[src/rtl/regfile_mp_pkg.sv]
// regfile_mp_pkg: shared state type and address-width helper for the multi-port register file
package regfile_mp_pkg;

    typedef enum logic {RF_CLEAR, RF_READY} rf_state_e;

    function automatic int rf_addr_w(input int n);
        return $clog2(n);
    endfunction

endpackage

[src/rtl/regfile_mp_if.sv]
// regfile_mp_if: decode/writeback bus into the register file
interface regfile_mp_if #(
    parameter int DATA_W = 16,
    parameter int ADDR_W = 4,
    parameter int NUM_RD = 2
);
    logic                       wr_en;
    logic [ADDR_W-1:0]          wr_addr;
    logic [DATA_W-1:0]          wr_data;
    logic [DATA_W-1:0]          pc;
    logic                       busy_set_en;
    logic [ADDR_W-1:0]          busy_set_addr;
    logic [NUM_RD*ADDR_W-1:0]   rd_addr;
    logic [NUM_RD*DATA_W-1:0]   rd_data;
    logic [NUM_RD-1:0]          rd_busy;
    logic                       init_done;

    modport master (
        output wr_en, wr_addr, wr_data, pc, busy_set_en, busy_set_addr, rd_addr,
        input  rd_data, rd_busy, init_done
    );

    modport slave (
        input  wr_en, wr_addr, wr_data, pc, busy_set_en, busy_set_addr, rd_addr,
        output rd_data, rd_busy, init_done
    );

endinterface

[src/rtl/regfile_mp_read_port.sv]
// regfile_mp_read_port: one combinational read port with PC mapping, range check, bypass and busy gating
module regfile_mp_read_port #(
    parameter int DATA_W   = 16,
    parameter int ADDR_W   = 4,
    parameter int NUM_REGS = 16,
    parameter int PC_REG   = 15,
    parameter int PC_SHIFT = 2,
    parameter int BYPASS   = 1
) (
    input  logic              ready_i,
    input  logic [ADDR_W-1:0] addr_i,
    input  logic [DATA_W-1:0] mem_data_i,
    input  logic              busy_i,
    input  logic              wr_en_i,
    input  logic [ADDR_W-1:0] wr_addr_i,
    input  logic [DATA_W-1:0] wr_data_i,
    input  logic [DATA_W-1:0] pc_i,
    output logic [DATA_W-1:0] rd_data_o,
    output logic              rd_busy_o
);
    logic              is_pc;
    logic              in_range;
    logic              hit;
    logic [DATA_W-1:0] pc_word;

    assign is_pc    = int'(addr_i) == PC_REG;
    assign in_range = int'(addr_i) < NUM_REGS;
    assign hit      = BYPASS != 0 && wr_en_i && wr_addr_i == addr_i;
    assign pc_word  = pc_i >> PC_SHIFT;

    // PC mapping outranks the range check, which outranks the bypass; a retiring write is never busy
    always_comb begin
        rd_data_o = (!ready_i || (!is_pc && !in_range)) ? '0 :
                    is_pc ? pc_word : hit ? wr_data_i : mem_data_i;
        rd_busy_o = ready_i && !is_pc && in_range && !hit && busy_i;
    end

endmodule

[src/rtl/regfile_mp.sv]
// regfile_mp: parametrised multi-read-port register file with PC mapping, scoreboard and post-reset clear
module regfile_mp
    import regfile_mp_pkg::*;
#(
    parameter int DATA_W   = 16,
    parameter int NUM_REGS = 16,
    parameter int NUM_RD   = 2,
    parameter int PC_REG   = 15,
    parameter int PC_SHIFT = 2,
    parameter int BYPASS   = 1
) (
    input logic         clk,
    input logic         reset,
    regfile_mp_if.slave bus
);
    localparam int ADDR_W = rf_addr_w(NUM_REGS);

    rf_state_e                      state_q;
    logic [ADDR_W-1:0]              clr_cnt_q;
    logic [NUM_REGS-1:0]            busy_q;
    logic [NUM_REGS-1:0]            busy_d;
    logic                           init_done_q;
    logic [DATA_W-1:0]              mem_q [NUM_REGS];
    logic                           ready;
    logic                           wr_ok;
    logic                           set_ok;
    logic                           mem_we;
    logic [ADDR_W-1:0]              mem_wa;
    logic [DATA_W-1:0]              mem_wd;
    logic [NUM_RD-1:0][DATA_W-1:0]  rd_data;
    logic [NUM_RD-1:0]              rd_busy;

    assign ready  = state_q == RF_READY;
    assign wr_ok  = ready && bus.wr_en && int'(bus.wr_addr) < NUM_REGS && int'(bus.wr_addr) != PC_REG;
    assign set_ok = ready && bus.busy_set_en && int'(bus.busy_set_addr) < NUM_REGS &&
                    int'(bus.busy_set_addr) != PC_REG;
    assign mem_we = !reset && (!ready || wr_ok);
    assign mem_wa = ready ? bus.wr_addr : clr_cnt_q;
    assign mem_wd = ready ? bus.wr_data : '0;

    // Retiring write clears its pending bit; a new issue to the same register wins
    always_comb begin
        busy_d = busy_q;
        if (wr_ok) busy_d[bus.wr_addr] = 1'b0;
        if (set_ok) busy_d[bus.busy_set_addr] = 1'b1;
    end

    // Clear sequence walks every entry once, then the file accepts writes and issues
    always_ff @(posedge clk) begin
        if (reset) begin
            state_q     <= RF_CLEAR;
            clr_cnt_q   <= '0;
            busy_q      <= '0;
            init_done_q <= 1'b0;
        end else if (state_q == RF_CLEAR) begin
            clr_cnt_q <= clr_cnt_q + 1'b1;
            if (int'(clr_cnt_q) == NUM_REGS - 1) begin
                state_q     <= RF_READY;
                init_done_q <= 1'b1;
            end
        end else begin
            busy_q <= busy_d;
        end
    end

    // Storage is zeroed by the clear walk rather than by reset, so it needs no reset branch
    always_ff @(posedge clk) begin
        if (mem_we) mem_q[mem_wa] <= mem_wd;
    end

    for (genvar i = 0; i < NUM_RD; i++) begin : g_rd
        logic [ADDR_W-1:0] addr;
        assign addr = bus.rd_addr[i*ADDR_W +: ADDR_W];
        regfile_mp_read_port #(
            .DATA_W(DATA_W), .ADDR_W(ADDR_W), .NUM_REGS(NUM_REGS),
            .PC_REG(PC_REG), .PC_SHIFT(PC_SHIFT), .BYPASS(BYPASS)
        ) u_port (
            .ready_i    (ready),
            .addr_i     (addr),
            .mem_data_i (mem_q[addr]),
            .busy_i     (busy_q[addr]),
            .wr_en_i    (bus.wr_en),
            .wr_addr_i  (bus.wr_addr),
            .wr_data_i  (bus.wr_data),
            .pc_i       (bus.pc),
            .rd_data_o  (rd_data[i]),
            .rd_busy_o  (rd_busy[i])
        );
    end

    assign bus.rd_data   = rd_data;
    assign bus.rd_busy   = rd_busy;
    assign bus.init_done = init_done_q;

endmodule

[src/flat_wrapper.sv]
// flat-port wrapper written by rule: the top's interface ports become plain ports
module regfile_mp_flat import regfile_mp_pkg::*;
#(
    parameter int DATA_W   = 16,
    parameter int NUM_REGS = 16,
    parameter int NUM_RD   = 2,
    parameter int PC_REG   = 15,
    parameter int PC_SHIFT = 2,
    parameter int BYPASS   = 1
)
  (clk, reset, bus_wr_en, bus_wr_addr, bus_wr_data, bus_pc, bus_busy_set_en, bus_busy_set_addr, bus_rd_addr, bus_rd_data, bus_rd_busy, bus_init_done);
  regfile_mp_if #(.DATA_W(DATA_W), .ADDR_W(4), .NUM_RD(NUM_RD)) bus_i ();
  input logic clk;
  input logic reset;
  input wire logic [$bits(bus_i.wr_en)-1:0] bus_wr_en;
  input wire logic [$bits(bus_i.wr_addr)-1:0] bus_wr_addr;
  input wire logic [$bits(bus_i.wr_data)-1:0] bus_wr_data;
  input wire logic [$bits(bus_i.pc)-1:0] bus_pc;
  input wire logic [$bits(bus_i.busy_set_en)-1:0] bus_busy_set_en;
  input wire logic [$bits(bus_i.busy_set_addr)-1:0] bus_busy_set_addr;
  input wire logic [$bits(bus_i.rd_addr)-1:0] bus_rd_addr;
  output wire logic [$bits(bus_i.rd_data)-1:0] bus_rd_data;
  output wire logic [$bits(bus_i.rd_busy)-1:0] bus_rd_busy;
  output wire logic [$bits(bus_i.init_done)-1:0] bus_init_done;
  assign bus_i.wr_en = bus_wr_en;
  assign bus_i.wr_addr = bus_wr_addr;
  assign bus_i.wr_data = bus_wr_data;
  assign bus_i.pc = bus_pc;
  assign bus_i.busy_set_en = bus_busy_set_en;
  assign bus_i.busy_set_addr = bus_busy_set_addr;
  assign bus_i.rd_addr = bus_rd_addr;
  assign bus_rd_data = bus_i.rd_data;
  assign bus_rd_busy = bus_i.rd_busy;
  assign bus_init_done = bus_i.init_done;
  regfile_mp #(.DATA_W(DATA_W), .NUM_REGS(NUM_REGS), .NUM_RD(NUM_RD), .PC_REG(PC_REG), .PC_SHIFT(PC_SHIFT), .BYPASS(BYPASS)) u_core (.clk(clk), .reset(reset), .bus(bus_i));
endmodule
[config.mk]
export PLATFORM = sky130hd
export DESIGN_NAME = regfile_mp_flat
export DESIGN_NICKNAME = d
export VERILOG_FILES = /design/src/rtl/regfile_mp_pkg.sv /design/src/rtl/regfile_mp_if.sv /design/src/rtl/regfile_mp_read_port.sv /design/src/rtl/regfile_mp.sv /design/src/flat_wrapper.sv
export SDC_FILE = /design/constraint.sdc
export NUM_CORES = 1
export LEC_CHECK = 0
export ABC_AREA = 1
export CORE_MARGIN = 2
export CORE_UTILIZATION = 50
export DETAILED_ROUTE_END_ITERATION = 8
export PLACE_DENSITY = 0.68
export RECOVER_POWER = 50
export SYNTH_ARGS = -nofsm -noshare
export SYNTH_HDL_FRONTEND = slang
export SYNTH_HIERARCHICAL = 1
export SYNTH_SLANG_ARGS = --single-unit
[constraint.sdc]
create_clock -name clk -period 4.6 [get_ports clk]
set_clock_uncertainty 0.1 [all_clocks]
set_input_delay 1.38 -clock clk [delete_from_list [all_inputs] [get_ports clk]]
set_output_delay 1.38 -clock clk [all_outputs]
set_load 0.02 [all_outputs]
Word-level counts from Yosys, hierarchy flattened
Memories as Yosys holds them, arrays and structs flattened.
Index checks and enable logic that the tools add are counted.
{"block": "word_totals", "ff_bits": 22, "ramBits": 256, "out_inout_bits": 35, "mem_count": 1}
{"block": "op_classes", "n_addsub": 1, "magnitude_cmp": 6, "n_eq_ne": 7, "mux": 22, "bitwise_logic": 4, "n_reduce_logical": 23}
{"name": "u_core.mem_q", "depth": 16, "width": 16, "rd": 2, "rd_clocked_by_memory_dff": 0, "wr": 1, "line": "regfile_mp.sv:23", "source": "logic [DATA_W-1:0] mem_q [NUM_REGS];"}
{"cell": "$mux 16", "n": 9}
{"cell": "$lt 4x5->1 const B", "n": 4}
{"cell": "$and 16x16->16", "n": 1}
{"cell": "$not 16->16", "n": 1}
{"cell": "$or 16x16->16", "n": 1}
{"cell": "$logic_and 1x1->1", "n": 15}
{"cell": "$eq 4x1->1 const B", "n": 3}
{"cell": "$bmux 1 s4", "n": 2}
{"cell": "$demux 1 s4", "n": 2}
{"cell": "$eq 4x4->1", "n": 2}
{"cell": "$ge 4x1->1 const B", "n": 2}
{"cell": "$mux 1", "n": 8}
{"cell": "$ne 4x1->1 const B", "n": 2}
{"cell": "$logic_not 1->1", "n": 6}
{"cell": "$add 4x1->4 const B", "n": 1}
{"cell": "$mux 4", "n": 1}
{"cell": "$reduce_and 2->1", "n": 1}
{"cell": "$logic_or 1x1->1", "n": 1}
{"cell": "$not 1->1", "n": 1}

Longest topological paths before layout
Gate-level depths: netlist (run 1).
{"block": "depth", "depth_word": 9, "mapped_depth": 12}

Cells and area by module
The synthesis (run 1) kept the hierarchy.
{"mod": "regfile_mp", "n_inst": 1, "cells_per_inst": 1932, "area_per_inst_um2": 15253.4, "seq_area_each_um2": 8127.8}
{"mod": "regfile_mp_read_port", "n_inst": 2, "cells_per_inst": 143, "area_per_inst_um2": 670.6, "seq_area_each_um2": 0.0}

Least setup slack after synthesis (run 1)
Ideal clock, no wire load.
{"block": "synth_path", "path_type": "input to output", "from": "input bus_rd_addr[1]", "to": "output bus_rd_data[14]", "arrival_time_ns": 2.581, "t_required_ns": 3.120, "path_slack_ns": 0.539, "path_stages": 12, "n_path_buf": 3, "cell_sequence": "buf_2 inv_2 buf_4 buf_2 nand3_1 nand3_1 nand3_1 nand2_1 inv_1 nand2_1 nand2_1 nor2_1"}
{"block": "synth_via", "elab_chain_cells": 5}
{"element": "start, declared", "line": "flat_wrapper.sv:21", "source": "input wire logic [$bits(bus_i.rd_addr)-1:0] bus_rd_addr;"}
{"element": "branches (longest 3 deep; another with $mem_v2 16x16)"}
{"element": "$mux 16 (*)", "line": "regfile_mp_read_port.sv:34", "source": "is_pc ? pc_word : hit ? wr_data_i : mem_data_i;"}
{"element": "$mux 16 (*)", "line": "regfile_mp_read_port.sv:33", "source": "rd_data_o = (!ready_i || (!is_pc && !in_range)) ? '0 :"}
{"element": "end, declared", "line": "flat_wrapper.sv:22", "source": "output wire logic [$bits(bus_i.rd_data)-1:0] bus_rd_data;"}
Every way passes the cells marked *.

Worst setup path in the final report (run 1)
{"block": "layout_path", "from": "input bus_rd_addr[0]", "to": "output bus_rd_data[7]"}
Same word-level chain as after synthesis.

==> flow_summary.rst, run 1 <==
.. list-table::
   :header-rows: 1

   * - Metric
     - Value
   * - Number of failing setup endpoints in the final timing report
     - 0
   * - Type of origin of the critical path
     - primary input
   * - Cell area after synthesis
     - around 17000 sq um
   * - Worst-case vdd ir drop
     - 251 uV
   * - Number of top-level design ports
     - slightly below 90
   * - Initial antenna violation count
     - 0
   * - Final Max Slew Viols
     - 0
   * - DR vias/cell
     - 5.64
   * - H-Tree Level Count
     - 1
   * - Number of maximum-capacitance constraint violations
     - 0
   * - Worst min-delay path class
     - reg -> reg
   * - Layout overhead on the synthesized area
     - 18.2%
   * - Unique masters post-synth
     - 28
   * - Clock Latency Late Sink
     - about 0.57 ns
   * - CTS sink cnt
     - ~280
   * - Placed wire-length estimate after detailed placement
     - between 30000 and 40000 um
   * - Biggest fanout along the worst timing path
     - 16
   * - Shortest period the worst path allows
     - between 4 and 5 ns
   * - Required time worst endpoint
     - ~3.1 ns
   * - Global-route wire length before repair
     - 79400 um
   * - Fraction of power spent switching nets
     - 0.258
   * - Maximum number of pins on one net before global-route repair
     - 58
   * - Worst Setup Path Type
     - in -> out
   * - Number of synthesized register bits
     - ~280
   * - RSZ-0062 raised after global routing
     - yes
   * - Achievable Freq
     - between 0.2 and 0.25 GHz
   * - Sequential cell fraction of total power
     - 0.473
   * - Switching power summed over all nets
     - 1.51 mW
   * - Site Rows
     - 66
   * - Final count of hold timing violations
     - 0
   * - Clock root buffer master
     - sky130_fd_sc_hd__clkbuf_16
   * - Worst-case headroom to the max-slew limit
     - 0.0866
   * - Setup TNS after final layout
     - 0 ns
   * - Antenna diode count
     - 0
   * - Worst setup path startpoint
     - bus_rd_addr[0]
   * - Nets
     - around 2400
   * - Core Area
     - between 30000 and 40000 sq um
   * - Die Span Y
     - roughly 190 um
   * - Critical path data arrival time
     - 3.05 ns
   * - GR Overflow Total
     - 0
   * - Cell-internal power
     - around 4.3 mW
   * - Port Buffers
     - 84
   * - Vias after detailed routing
     - roughly 16000
   * - Placement-stage cell area
     - approximately 19000 sq um
   * - Yosys Warn Count
     - 6
   * - Most common cell after layout, fill and taps aside
     - sky130_fd_sc_hd__nand2_1
   * - Total die area
     - 34700 sq um
   * - Slew at the pin closest to its max-slew limit
     - 1.37 ns
   * - Number of buffers created by CTS
     - 30
   * - Number of cell instances on the worst register-to-register path
     - 8
   * - Count of mapped cells out of synthesis
     - approximately 2200
   * - Total wirelength of the detailed-routed design
     - roughly 53000 um
   * - Post-detailed-route DRC marker count
     - 0
   * - Final Cycle Share
     - 0.986
   * - First-pass DRT Iterations
     - 6
   * - Starting density of the core
     - 0.509
   * - TritonCTS clock tree
     - yes
   * - Clock Power Share
     - 0.387
   * - Kind of end point of the critical path
     - output pin
   * - Final RePlAce weighted congestion
     - ~0.94
   * - Area of all placed cells without fillers
     - about 20000 sq um
   * - Leakage power figure
     - between 9 and 10 nW
   * - Overall global routing resource usage
     - 0.300
   * - Routed WL per cell
     - 19.0 um
   * - Reg-to-Reg Start
     - u_core/ready
   * - Number of global-route vias before repair
     - 14400
   * - Critical Path End
     - bus_rd_data[7]
   * - Mapped Avg Cell Area
     - around 7.5 sq um
   * - Clk buf depth
     - 3
   * - Top library cells by usage in the layout, fill and taps aside
     - 727 x sky130_fd_sc_hd__nand2_1, 542 x sky130_fd_sc_hd__nand3_1, 384 x sky130_fd_sc_hd__inv_1
   * - Proportion of power drawn by combinational gates
     - 0.140
   * - Clock transition time at the flip-flop clock pins of the worst setup and hold paths
     - 0.06 ns
   * - Number of nets still failing antenna checks after routing
     - 0
   * - Result of the run
     - finished clean
   * - Proportion of layout cells with a drive suffix above 1
     - 0.102
   * - Pwr per Cell Area
     - between 200 and 300 nW/um^2
   * - Post-synth net total
     - around 2300
   * - Final core occ
     - 0.601
   * - Die W
     - 186 um
   * - Post-synthesis sequential area ratio
     - 0.490
   * - Number of DRC markers in iteration 0
     - about 2200
   * - Worst flop-to-flop path endpoint
     - u_core/mem_q[1][10]
   * - Register-to-register setup slack
     - about 1.2 ns
## worst min path at each step
stage                                  from                end  slack (ns)  cells after the start
after floorplan           u_core/busy_q[15]  u_core/busy_q[15]        0.33                      2
after global placement     u_core/busy_q[4]   u_core/busy_q[4]        0.35                      2
after detailed placement   u_core/busy_q[4]   u_core/busy_q[4]        0.36                      2
after CTS                  u_core/busy_q[9]   u_core/busy_q[9]        0.37                      2
after global routing       u_core/busy_q[4]   u_core/busy_q[4]        0.38                      2
final                      u_core/busy_q[9]   u_core/busy_q[9]        0.37                      2
## stage by stage
stage	total power, mW	hold WS, ns	setup slack [ns]	cells
6_report	5.83	0.366	0.0667	2791
5_1_grt	6.02	0.384	-0.00136	2791
4_1_cts	5.84	0.368	-0.209	2788
3_5_place_dp	3.59	0.360	-0.507	2731
3_3_place_gp	3.58	0.353	-0.466	2731
2_1_floorplan	3.26	0.329	0.539	2218
## synth_stat cells (all sizes together)
library cell / number / area share
edfxtp: 256 / 0.46
nand3: 544 / 0.17
nand2: 733 / 0.17
buf: 88 / 0.031
dfxtp: 22 / 0.027
clkinv: 4 / 0.00090
clkbuf: 41 / 0.0093
or2: 1 / 0.00038
a21oi: 20 / 0.0060
nand4: 32 / 0.012
nor2: 57 / 0.017
o21ai: 19 / 0.0078
and3: 1 / 0.00038
nor3: 5 / 0.0035
inv: 394 / 0.089
ha: 1 / 0.00075
## power groups by stage
stage,combinational [mW],sequential (mW),clock [mW]
final,0.814,2.76,2.26
after global routing,0.873,2.76,2.38
after CTS,0.785,2.76,2.29
after detailed placement,0.780,2.81,0
after global placement,0.767,2.81,0
after floorplan,0.453,2.81,0
## layout make-up
class	instances	area, sq um
fillers	2793	13000
clock buffers	39	806
well taps	442	553
inverters	398	1510
repair buffers	205	2160
flip-flops and latches	278	8130
clock inverters	16	106
multi-input cells	1413	6350
## critical path: stages
cell and delay [ns]:
sky130_fd_sc_hd__buf_4 0.16, sky130_fd_sc_hd__inv_4 0.17, sky130_fd_sc_hd__buf_4 0.26, sky130_fd_sc_hd__nand2_1 0.09, sky130_fd_sc_hd__nand3_1 0.08, sky130_fd_sc_hd__nand3_1 0.12
sky130_fd_sc_hd__nand3_1 0.18, sky130_fd_sc_hd__nand2_1 0.07, sky130_fd_sc_hd__inv_1 0.07, sky130_fd_sc_hd__nand2_1 0.05, sky130_fd_sc_hd__nand3_1 0.09, sky130_fd_sc_hd__nand2_1 0.07
sky130_fd_sc_hd__clkdlybuf4s15_2 0.25
## flip-flops by register name (all words and copies together), names as in the netlist
name and count:
u_core/ready 1, u_core/mem_q 256, u_core/bus.init_done 1, u_core/clr_cnt_q 4, u_core/busy_q 16
## per-layer routing
metal / track usage / wire length [um] / share of wire
met5: 0 / 0 / 0
met4: 0.118 / 1840 / 0.035
met1: 0.408 / 20900 / 0.39
met2: 0.471 / 23600 / 0.45
met3: 0.0660 / 6670 / 0.13
## repair_timing
action	in CTS	in global routing
setup endpoints to repair	34	26
cloned	0	2
setup buffers	2	1
pin swaps	1	0
hold buffers	0	0
gates resized for setup	44	45
## cell families after synthesis
kind of cell	after synthesis	synth area share
AND/OR/NAND/NOR	1373	0.365
AO/OA/AOI/OAI	39	0.0138
buffers and inverters	527	0.130
adder cells (fa/ha/maj)	1	0.000754
flip-flops	278	0.490
Power figures use the tool's default switching activity.
==> inputs of run 2 (changes only) <==
Settings changed: ABC_CLOCK_PERIOD_IN_PS set to 4600.
==> results of run 2 <==
Final layout, timing and power as in run 1 (identical DEF).
==> inputs of run 3 (changes only) <==
Settings changed: ABC_CLOCK_PERIOD_IN_PS 4600 to 4700.
Clock period 4.6 ns to 4.7 ns, I/O delays scaled along.
==> run 3 against run 2 <==
Effect of this change:
- critical path depth decreased by 2
- worst hold slack better by 0.0012 ns
- global-route usage is essentially flat
- cell area decreased by 0.36%
- non-clock buffer count decreased by 3
- register-to-register slack improved by 0.08 ns
- combinational power down 3.4%
- sequential share of layout area rose by 0.15 points
- power is 2.2% lower
- routed wire length down 1.3%
- clock power shrank 2%
- critical path type unchanged
- largest cell class unchanged
- largest power group unchanged
- highest routed layer unchanged
==> flow_summary.rst, run 3 (same netlist as run 1, synthesis figures left out) <==
.. list-table::
   :header-rows: 1

   * - Metric
     - Value
   * - Worst-case headroom to the max-slew limit
     - 0.0896 (was 0.0866)
   * - Clk buf depth
     - 3 (unchanged)
   * - Place WS
     - -0.354 ns (was -0.507 ns)
   * - Starting density of the core
     - 0.509 (unchanged)
   * - Shortest period the worst path allows
     - between 4 and 5 ns
   * - Clock Power Share
     - 0.389 (was 0.387)
   * - Final count of hold timing violations
     - 0 (unchanged)
   * - Die Span Y
     - 186 um (unchanged)
   * - Kind of end point of the critical path
     - output pin (unchanged)
   * - Sequential cell fraction of total power
     - 0.474 (was 0.473)
   * - Clock root buffer master
     - sky130_fd_sc_hd__clkbuf_16 (unchanged)
   * - Register-to-register setup slack
     - 1.26 ns (was 1.18 ns)
   * - Nets
     - 2375 (was 2379)
   * - Initial antenna violation count
     - 0 (unchanged)
   * - GR Overflow Total
     - 0 (unchanged)
   * - Cell-internal power
     - 4.26 mW (was 4.33 mW)
   * - Number of failing setup endpoints in the final timing report
     - 0 (unchanged)
   * - Worst min-delay path class
     - reg -> reg (unchanged)
   * - Most common cell after layout, fill and taps aside
     - sky130_fd_sc_hd__nand2_1 (unchanged)
   * - Max reg flops
     - 256 (unchanged)
   * - RSZ-0062 raised after global routing
     - yes (unchanged)
   * - Leakage power figure
     - 9.35 nW (was 9.46 nW)
   * - Antenna diode count
     - 0 (unchanged)
   * - Maximum number of pins on one net before global-route repair
     - 58 (unchanged)
   * - Core Area
     - 32600 sq um (unchanged)
   * - Type of origin of the critical path
     - primary input (unchanged)
   * - Proportion of power drawn by combinational gates
     - 0.138 (was 0.140)
   * - Proportion of layout cells with a drive suffix above 1
     - 0.0931 (was 0.102)
   * - Launch instance of the worst min-delay path
     - u_core/busy_q[9] (unchanged)
   * - Site Rows
     - 66 (unchanged)
   * - Worst Hold Path EP
     - u_core/busy_q[9] (unchanged)
   * - Routed WL per cell
     - 18.8 um (was 19.0 um)
   * - Global-route wire length before repair
     - 79100 um (was 79400 um)
   * - Required time worst endpoint
     - 3.19 ns (was 3.12 ns)
   * - Number of cells traversed by the worst hold path
     - 2 (unchanged)
   * - Die W
     - 186 um (unchanged)
   * - Pwr per Cell Area
     - 292 nW/um^2 (was 297 nW/um^2)
   * - Critical path data arrival time
     - 3.13 ns (was 3.05 ns)
   * - Final RePlAce weighted congestion
     - 0.960 (was 0.941)
   * - Achievable Freq
     - ~0.22 GHz
   * - Post-detailed-route DRC marker count
     - 0 (unchanged)
   * - Number of top-level design ports
     - 87 (unchanged)
   * - Switching power summed over all nets
     - 1.44 mW (was 1.51 mW)
   * - Number of global-route vias before repair
     - 14300 (was 14400)
   * - Overall global routing resource usage
     - 0.301 (was 0.300)
   * - Final Max Slew Viols
     - 0 (unchanged)
   * - Number of fill cells
     - 2871 (was 2793)
   * - CTS sink cnt
     - 278 (unchanged)
   * - Setup WS post-layout
     - 0.0593 ns (was 0.0667 ns)
   * - First-pass DRT Iterations
     - 6 (unchanged)
   * - Port Buffers
     - 84 (unchanged)
   * - Layout overhead on the synthesized area
     - 17.8% (was 18.2%)
   * - Number of cell instances on the worst register-to-register path
     - 8 (unchanged)
   * - H-Tree Level Count
     - 1 (unchanged)
   * - Result of the run
     - finished clean (unchanged)
   * - Fraction of power spent switching nets
     - 0.253 (was 0.258)
   * - Total die area
     - 34700 sq um (unchanged)
   * - Top library cells by usage in the layout, fill and taps aside
     - 728 x sky130_fd_sc_hd__nand2_1, 541 x sky130_fd_sc_hd__nand3_1, 384 x sky130_fd_sc_hd__inv_1 (was 727 x sky130_fd_sc_hd__nand2_1, 542 x sky130_fd_sc_hd__nand3_1, 384 x sky130_fd_sc_hd__inv_1)
   * - Clock transition time at the flip-flop clock pins of the worst setup and hold paths
     - 0.06 ns (about the same)
   * - DR vias/cell
     - 5.61 (was 5.64)
   * - Worst-case vdd ir drop
     - 267 uV (was 251 uV)
   * - Worst Setup Path Type
     - in -> out (unchanged)
   * - Biggest fanout along the worst timing path
     - 17 (was 16)
   * - TritonCTS clock tree
     - yes (unchanged)
   * - Total wirelength of the detailed-routed design
     - 52400 um (was 53100 um)
   * - Final Cycle Share
     - 0.987
   * - Vias after detailed routing
     - 15600 (was 15800)
   * - Number of DRC markers in iteration 0
     - 2046 (was 2151)
   * - Reg-to-Reg Start
     - u_core/ready (unchanged)
   * - Number of maximum-capacitance constraint violations
     - 0 (unchanged)
   * - Placed wire-length estimate after detailed placement
     - 34700 um (was 35000 um)
   * - Number of buffers created by CTS
     - 29 (was 30)
   * - Number of nets still failing antenna checks after routing
     - 0 (unchanged)
   * - Register ranked first by flip-flop count
     - u_core/mem_q (unchanged)
   * - Worst flop-to-flop path endpoint
     - u_core/mem_q[1][13] (was u_core/mem_q[1][10])
   * - Leading registers by flop count
     - u_core/mem_q x256, u_core/busy_q x16, u_core/clr_cnt_q x4 (unchanged)
   * - PnR Total Power
     - 5.70 mW (was 5.83 mW)
   * - Slew at the pin closest to its max-slew limit
     - 1.37 ns (about the same)
   * - Clock Latency Late Sink
     - 0.57 ns (about the same)
run 3: area by class of cell:
cell class	instances	area, sq um	area share
clock buffer	38	759	0.0389
clock inverter	12	131	0.00672
inverter	398	1500	0.0768
multi-input combinational	1413	6360	0.325
sequential	278	8130	0.416
tap	442	553	0.0283
timing repair buffer	202	2110	0.108
run 3: per-stage QoR:
| step | util | hold WS (ns) | area [sq um] | setup TNS (ns) | instances |
|---|---|---|---|---|---|
| after floorplan | - | 0.329 | 16600 | 0 | 2218 |
| after global placement | 0.571 | 0.352 | 18600 | -10.50 | 2731 |
| after detailed placement | 0.571 | 0.361 | 18600 | -10.30 | 2731 |
| after CTS | 0.598 | 0.368 | 19500 | 0 | 2782 |
| after global routing | 0.599 | 0.380 | 19500 | -0.00749 | 2783 |
| final | 0.599 | 0.368 | 19500 | 0 | 2783 |
run 3: what timing repair did:
item	4_1_cts	5_1_grt
buffers inserted	1	0
cloned	0	1
resized for setup	47	15
pin swaps	1	0
hold buffers	0	0
endpoints found under the setup margin	34	18
run 3: power by group through the flow:
stage,registers (mW),clock network [mW],logic [mW]
after floorplan,2.75,0,0.443
after global placement,2.75,0,0.749
after detailed placement,2.75,0,0.762
after CTS,2.70,2.23,0.765
after global routing,2.70,2.33,0.845
final,2.70,2.22,0.786
run 3: metal layers:
| metal | share of wire | wire, um | vias to the layer above | global-route usage |
|---|---|---|---|---|
| met5 | 0 | 0 | - | 0 |
| li1 | - | - | 7296 | - |
| met1 | 0.41 | 21500 | 7227 | 0.415 |
| met4 | 0.036 | 1900 | 0 | 0.121 |
| met2 | 0.44 | 23200 | 934 | 0.470 |
| met3 | 0.11 | 5790 | 159 | 0.0559 |
run 3: worst max-delay path by stage:
stage,start,to,slack [ns],cells past startpoint
floorplan,bus_rd_addr[1],bus_rd_data[14],0.58,12
detailed placement,bus_rd_addr[3],bus_rd_data[13],-0.35,7
CTS,bus_rd_addr[4],bus_rd_data[17],0.06,13
finish,bus_rd_addr[5],bus_rd_data[30],0.06,11
global route,bus_rd_addr[5],bus_rd_data[17],-0.004,13
global placement,bus_rd_addr[3],bus_rd_data[10],-0.40,11
run 3: worst max-delay path, cell delays in order:
cell and delay, ns:
sky130_fd_sc_hd__buf_2 0.24, sky130_fd_sc_hd__buf_4 0.31, sky130_fd_sc_hd__nand3_1 0.11, sky130_fd_sc_hd__nand3_1 0.11, sky130_fd_sc_hd__nand3_1 0.16, sky130_fd_sc_hd__nand2_1 0.14
sky130_fd_sc_hd__inv_1 0.07, sky130_fd_sc_hd__nand2_1 0.07, sky130_fd_sc_hd__nand2_1 0.05, sky130_fd_sc_hd__nor2_1 0.10, sky130_fd_sc_hd__dlygate4sd2_1 0.34
